`src/rtl/frame_buffer_reader.sv`:
```
// frame_buffer_reader: read-side client of the 1-bit frame buffer.
// Walks the buffer with an incrementing pixel counter driven by de/vs and
// delays hs/vs/de to line up with the buffer's read latency. Expands each
// 1-bit pixel to 24-bit RGB and flags frames with a wrong active pixel count.
module frame_buffer_reader #(
    parameter int          HOR_ACTIVE_PIXELS = 640,
    parameter int          VER_ACTIVE_PIXELS = 480,
    parameter logic        HOR_SYNC_POLARITY = 1'b0,
    parameter logic        VER_SYNC_POLARITY = 1'b0,
    parameter int          RD_LATENCY        = 1,
    parameter logic [23:0] FG_COLOR          = 24'hFFFFFF,
    parameter logic [23:0] BG_COLOR          = 24'h000000,
    localparam int         TOTAL             = HOR_ACTIVE_PIXELS * VER_ACTIVE_PIXELS,
    localparam int         PIXEL_ADDR_WIDTH  = $clog2(TOTAL)
) (
    input  logic                        clk,
    input  logic                        rst,
    input  logic                        ce,
    input  logic                        hs_in,
    input  logic                        vs_in,
    input  logic                        de_in,
    output logic [PIXEL_ADDR_WIDTH-1:0] rd_addr,
    input  logic                        rd_data,
    output logic                        hs,
    output logic                        vs,
    output logic                        de,
    output logic [7:0]                  r,
    output logic [7:0]                  g,
    output logic [7:0]                  b,
    output logic                        frame_error
);

    localparam logic [PIXEL_ADDR_WIDTH-1:0] LAST_ADDR = PIXEL_ADDR_WIDTH'(TOTAL - 1);

    logic                        vs_prev;
    logic                        fs;
    logic                        last_addr;
    logic                        armed;
    logic                        wrapped;
    logic [PIXEL_ADDR_WIDTH-1:0] addr_nxt;
    logic                        armed_nxt;
    logic                        wrapped_nxt;
    logic                        error_nxt;

    logic [RD_LATENCY-1:0]       hs_pipe;
    logic [RD_LATENCY-1:0]       vs_pipe;
    logic [RD_LATENCY-1:0]       de_pipe;

    // A frame starts on the first cycle vs_in enters its active level.
    assign fs        = (vs_in == VER_SYNC_POLARITY) && (vs_prev != VER_SYNC_POLARITY);
    assign last_addr = (rd_addr == LAST_ADDR);

    // Next counter, wrap/arm flags and error flag; frame start wins over increment.
    always_comb begin
        // NOTE: every output gets a default first so no path leaves it unassigned (no latch).
        addr_nxt    = rd_addr;
        armed_nxt   = armed;
        wrapped_nxt = wrapped;
        error_nxt   = frame_error;
        if (fs) begin
            // Previous frame is good only if the counter wrapped exactly once back to 0.
            if (armed && !(rd_addr == '0 && wrapped)) begin
                error_nxt = 1'b1;
            end
            addr_nxt    = de_in ? PIXEL_ADDR_WIDTH'(1) : '0;
            wrapped_nxt = de_in && last_addr;
            armed_nxt   = 1'b1;
        end else if (de_in) begin
            if (last_addr) begin
                addr_nxt    = '0;
                wrapped_nxt = 1'b1;
                if (wrapped) begin
                    error_nxt = 1'b1;
                end
            end else begin
                addr_nxt = rd_addr + PIXEL_ADDR_WIDTH'(1);
            end
        end
    end

    // Counter, frame-check state and previous vsync register.
    always_ff @(posedge clk or posedge rst) begin
        if (rst) begin
            // NOTE: non-blocking assignments for all sequential state so every register samples pre-edge values.
            rd_addr     <= '0;
            armed       <= 1'b0;
            wrapped     <= 1'b0;
            frame_error <= 1'b0;
            vs_prev     <= ~VER_SYNC_POLARITY;
        end else if (ce) begin
            rd_addr     <= addr_nxt;
            armed       <= armed_nxt;
            wrapped     <= wrapped_nxt;
            frame_error <= error_nxt;
            vs_prev     <= vs_in;
        end
    end

    // Sync delay line covering the buffer read latency.
    always_ff @(posedge clk or posedge rst) begin
        if (rst) begin
            // NOTE: this small delay line is reset to inactive sync levels so no false sync/de leaks out after reset.
            hs_pipe <= {RD_LATENCY{~HOR_SYNC_POLARITY}};
            vs_pipe <= {RD_LATENCY{~VER_SYNC_POLARITY}};
            de_pipe <= '0;
        end else if (ce) begin
            hs_pipe[0] <= hs_in;
            vs_pipe[0] <= vs_in;
            de_pipe[0] <= de_in;
            for (int i = 1; i < RD_LATENCY; i++) begin
                hs_pipe[i] <= hs_pipe[i-1];
                vs_pipe[i] <= vs_pipe[i-1];
                de_pipe[i] <= de_pipe[i-1];
            end
        end
    end

    // Output stage: registered syncs and colour expansion, blanked outside de.
    always_ff @(posedge clk or posedge rst) begin
        if (rst) begin
            hs        <= ~HOR_SYNC_POLARITY;
            vs        <= ~VER_SYNC_POLARITY;
            de        <= 1'b0;
            {r, g, b} <= '0;
        end else if (ce) begin
            hs <= hs_pipe[RD_LATENCY-1];
            vs <= vs_pipe[RD_LATENCY-1];
            de <= de_pipe[RD_LATENCY-1];
            if (de_pipe[RD_LATENCY-1]) begin
                {r, g, b} <= rd_data ? FG_COLOR : BG_COLOR;
            end else begin
                {r, g, b} <= '0;
            end
        end
    end

endmodule

```
`config.mk`:
```
export PLATFORM = sky130hd
export DESIGN_NAME = frame_buffer_reader
export DESIGN_NICKNAME = d
export VERILOG_FILES = /design/src/rtl/frame_buffer_reader.sv
export SDC_FILE = /design/constraint.sdc
export NUM_CORES = 1
export LEC_CHECK = 0
export BUFFER_PORTS_ARGS = -buffer_cell sky130_fd_sc_hd__buf_2
export CAP_MARGIN = 5
export CORE_ASPECT_RATIO = 0.75
export CORE_MARGIN = 2
export CORE_UTILIZATION = 50
export DETAILED_ROUTE_END_ITERATION = 8
export GPL_ROUTABILITY_DRIVEN = 0
export HOLD_SLACK_MARGIN = 0.02
export PLACE_DENSITY = 0.83
export REMOVE_ABC_BUFFERS = 1
export SETUP_SLACK_MARGIN = 0.2
export SYNTH_ARGS = -nofsm -noshare
export SYNTH_HDL_FRONTEND = slang
export SYNTH_SLANG_ARGS = --single-unit
```
`constraint.sdc`:
```
create_clock -name clk -period 2.5 [get_ports clk]
set_clock_uncertainty 0.15 [all_clocks]
set_input_delay 0.5 -clock clk [delete_from_list [all_inputs] [get_ports clk]]
set_output_delay 0.5 -clock clk [all_outputs]
set_load 0.01 [all_outputs]
```
# After elaboration in Yosys (flattened, before gate mapping)
# Index checks and enable logic that the tools add are counted.
[classes] magnitude_cmp=0 eq_ne=2 div=0 mul=0 reduce_logical=13 shifts=0 bitwise_logic=1 muxes=16 addsub=1
[ops] operator="$mux 19" n=3
[ops] operator="$mux 24" n=1
[ops] operator="$mux 8" n=3
[ops] operator="$add 19x1->19 const B" n=1
[ops] operator="$eq 19x19->1 const B" n=1
[ops] operator="$logic_not 19->1" n=1
[ops] operator="$mux 1" n=9
[ops] operator="$reduce_bool 2->1" n=3
[ops] operator="$reduce_and 5->1" n=1
[ops] operator="$logic_and 1x1->1" n=4
[ops] operator="$reduce_and 2->1" n=2
[ops] operator="$reduce_and 3->1" n=1
[ops] operator="$ne 2x1->1 const B" n=1
[ops] operator="$logic_not 1->1" n=1
[ops] operator="$not 1->1" n=1
[totals] mem_bits_ro=0 memories=0 ramBits=0 reg_bits=52 latch_bits=0

# Depth between registers and ports, before layout
[logic_depth] word_depth=6 ltp_mapped=6 mapped_depth_nobuf=6

# Least setup slack after synthesis
# OpenSTA, ideal clock, no wires.
[synth_timing] path_kind="register to register" start="register rd_addr[1]" end="register rd_addr[10]" path_buffers=0 setup_slack_ns=0.529 setup_time_ns=0.120 stages_incl_launch_ff=6 arrival_ns=1.700 cell_sequence="dfrtp_1 > ha_1 > nand3_2 > nor4_4 > a21oi_4 > a31o_2"
[synth_via] elab_chain_len=4
[synth_lines] item="start: declaration" line_no="22" text="output logic [PIXEL_ADDR_WIDTH-1:0] rd_addr,"
[synth_lines] item="start signal: assignment" line_no="91" text="rd_addr <= addr_nxt;"
[synth_lines] item="$add 19x1->19 or $eq 19x19->1 (tied branches)" line_no="76, 51"
[synth_lines] item="$mux 19 *" line_no="69" text="if (last_addr) begin"
[synth_lines] item="$mux 19 *" line_no="68" text="end else if (de_in) begin"
[synth_lines] item="$mux 19 *" line_no="60" text="if (fs) begin"
# Mark *: on every way between the ends. The rest lies on a longest branch, timed or not. The select of a mux whose other input is x is not followed.
# A chain may end at the register's enable or synchronous reset.

# Worst setup path after layout
[layout_timing] start="register rd_addr[1]" end="register frame_error"
[layout_via] elab_chain_len=6
[layout_lines] item="$logic_not 19->1" line_no="62" text="if (armed && !(rd_addr == '0 && wrapped)) begin"
[layout_lines] item="$logic_and 1x1->1" line_no="62"
[layout_lines] item="$logic_not 1->1" line_no="62"
[layout_lines] item="$logic_and 1x1->1" line_no="62"
[layout_lines] item="$ne 2x1->1 (no source line)"
[layout_lines] item="$reduce_and 5->1 (no source line) *"
[layout_lines] item="end signal: assignment" line_no="94" text="frame_error <= error_nxt;"
[layout_lines] item="end: declaration" line_no="30" text="output logic frame_error"
# Mark *: on every way between the ends. The rest lies on a longest branch, timed or not.

==> results.toml <==
[setup_path]
crit_family = "simple AND/OR/NAND/NOR gates"
slowest_delay_ps = 460
worst-setup-path-type = "register to register"
cp_num_buf_inv = 0
path_max_fanout = 9
crit_chain = "ha_1 > nand3_2 > nor4_4 > a21oi_4 > nor2_4 > a31o_1"
critPathArrivalTime_ps = 2160
worstSetupEndpointType = "register"
required_ps = 2570
startpoint_type = "register"
slowest_stage = "dfrtp_1"

[logic_synthesis]
post_synth.cell_area_avg_um2 = 9.25
syn_area_mm2 = 0.00170
synth_seq_cells = 29
synth_edf_count = 0
synth_xor_xnor_area_share_pct = 2.57
synthArstFlopShare_pct = 100
yosys.area_share.simple_pct = 24.5
yosysTopAreaCell = "dfrtp_1"
netlist_instances = 184
synth_compound_area_share_pct = 13.0
synth_top_family_by_area = "simple AND/OR/NAND/NOR gates"
synth_fa_ha_area_share_pct = 1.47
synth_top_area_share_pct = 36.8
yosysUniqueCellTypes = 41
synth_area_leaders = "dfrtp_1 37%, buf_4 10%, dfstp_2 6.2%"
ys.flop_type = "dfrtp_1"
yosysSeqAreaShare_pct = 42.9
muxShareOfSynthArea_pct = 3.31
synth-warning-count = 0

[floorplanning]
dieHeight_um = 54.5
dieArea_mm2 = 0.00389
dieWidth_um = 71.4
initial_utilization_pct = 52.1
rows = 18
design.core.area_mm2 = 0.00327
io-pin-count = 54

[finish]
num_antenna_cells = 0
syn_to_final_growth_pct = 14.3
layout-drive-gt1-share_pct = 35.6
final_cells = 262
final.fill_count = 285
fin_nets = 230
multiInputGateArea_um2 = 763
seqCellArea_um2 = 731

[route]
ant_nets = 0
firstDrtPassIters = 4
wl_met2_um = 1630
drt-met1-wl_um = 1680
post_drt_wl_per_cell_um = 14.4
top_layer = "met4"
viasPerCell = 5.70
drc = 0
met3_wirelength_um = 411
vias = 1493
drtIter0Drc = 146
wirelength_um = 3770

[clocking]
clk_latency_ps = 290
cts_resized = 0
cts_hold_buf = 0
clock_sinks = 29
cts_made_buffers = 5
cts_setup_buffers = 0
clkTransAtPathRegs_ps = 60
cts-root-buf = "clkbuf_8"
clock_path_buffers = 2
ctsHtreeMaxLevel = 2
cts_tree = "built"

[global_routing]
grt_pass1_vias = 1225
grt_start_max_net_pins = 30
overflow = 0
grt_pass1_wl_um = 5830
grtUsageTotal_pct = 20.4
antenna_found_initial = 0

[hold_path]
hold_class = "primary input to async pin"

[sta]
max_freq_mhz = 479
final-hold-violation-count = 0
setup_viol_count_final = 0
drv_slew = 0
tns_ps = 0
min_period_ps = 2090
rsz0062_at_grt = "false"
worstMarginPinSlew_ps = 735
relSlewSlack_pct = 51.0
post-route-period-util_pct = 83.5

[pwr]
combPwrFrac_pct = 21.2
swShare_pct = 31.6
power_switching_mw = 0.398
p_clk_share_pct = 31.4
power.density_cell_area_mw_per_mm2 = 648
p_leak_nw = 0.916
peakVddDrop_uv = 379
p_int_mw = 0.861
p_seq_share_pct = 47.5

[place]
port_buffers = 53
dpl.cell_count = 254
hpwl_um = 2810

[job]
cap_violations = 0

[run_status]
status = "complete, no violations"
logic make-up (layout without fill, tap and decap cells):
group,Yosys count,after routing
adders and majority gates,2,2
AOI/OAI and AO/OA,33,33
DFF,29,29
muxes,5,5
buffers and inverters,32,70
and+or+nand+nor,78,78
xor gates and xnor gates,5,5
final timing paths:
| path | startpoint | to | slack [ps] | cells after the start |
|---|---|---|---|---|
| setup reg to reg | rd_addr[1]$_DFFE_PP0P_ | frame_error$_DFFE_PP0P_ | 410 | 6 |
| max in group asynchronous | rst | vs$_DFFE_PP1P_ | 1770 | 3 |
| setup / recovery | rd_addr[1]$_DFFE_PP0P_ | frame_error$_DFFE_PP0P_ | 410 | 6 |
| hold reg to reg | armed$_DFFE_PP0P_ | armed$_DFFE_PP0P_ | 310 | 1 |
| hold / removal | rst | rd_addr[2]$_DFFE_PP0P_ | 120 | 3 |
| min in group clk | hs_in | hs_pipe$_DFFE_PP1P_ | 300 | 2 |
placed cells by master, fill, tap and decap left out, drive strengths merged, types with 3 or more instances in the layout:
cell type / count
buf: 56
nand2: 26
dfrtp: 25
o21ai: 14
nand3: 13
nor2: 12
nor4: 9
clkbuf: 8
inv: 6
mux2: 5
a21oi: 5
o31ai: 4
xnor2: 4
dfstp: 4
and4: 3
nor3: 3
nand4: 3
power by group through the flow:
stage | Clock (mW) | Sequential [mW] | Combinational, mW
final | 0.395 | 0.598 | 0.266
after floorplan | 0 | 0.631 | 0.112
after global routing | 0.430 | 0.610 | 0.297
after CTS | 0.405 | 0.598 | 0.267
after global placement | 0 | 0.601 | 0.258
after detailed placement | 0 | 0.606 | 0.265
routing by layer:
metal | vias up | track usage, %
met5 | - | 0
met4 | 0 | 5.97
met3 | 8 | 8.47
met2 | 76 | 29.9
met1 | 694 | 27.7
li1 | 715 | -
layout make-up:
type | instances | area share, %
repair buffers | 56 | 14.8
well taps | 40 | 2.57
flip-flops and latches | 29 | 37.6
clock buffers | 8 | 4.63
multi-input cells | 123 | 39.3
inverters | 6 | 1.16
per-stage QoR:
stage | hold WS, ps | power (mW) | cell area, um^2 | setup WS [ps] | util (%)
6_report | 117 | 1.26 | 1940 | 412 | 59.5
5_1_grt | 145 | 1.34 | 1940 | 268 | 59.5
4_1_cts | 129 | 1.27 | 1940 | 290 | 59.5
3_5_place_dp | 298 | 0.871 | 1850 | 309 | 56.8
3_3_place_gp | 289 | 0.859 | 1850 | 394 | 56.8
2_1_floorplan | 278 | 0.742 | 1520 | 119 | -
sequential cells by signal, summed over array words and instances, names as in the netlist:
name,flops
vs,1
wrapped,1
armed,1
hs_pipe,1
frame_error,1
vs_pipe,1
r,1
rd_addr,19
hs,1
de,1
de_pipe,1
worst register-to-register path, delay by kind of cell, from the launching register on:
family                     cells  cell delay, ps
AOI/OAI and AO/OA              2             340
and+or+nand+nor                3             800
adders and majority gates      1             280
DFF                            1             460
synth_stat cells (2+ instances only):
cell	number
and3_1	2
inv_1	6
clkbuf_1	2
dfrtp_1	25
o311ai_0	2
nand2_1	26
a22oi_1	2
mux2_2	5
nor2_1	11
ha_1	2
o21ai_0	13
xnor2_1	4
and4_1	3
nand4_1	3
nor3_1	3
a21oi_1	4
o31ai_1	4
nor4_1	8
dfstp_2	4
buf_4	23
nand3_2	2
nand3_1	11
Power figures use the tool's default switching activity.
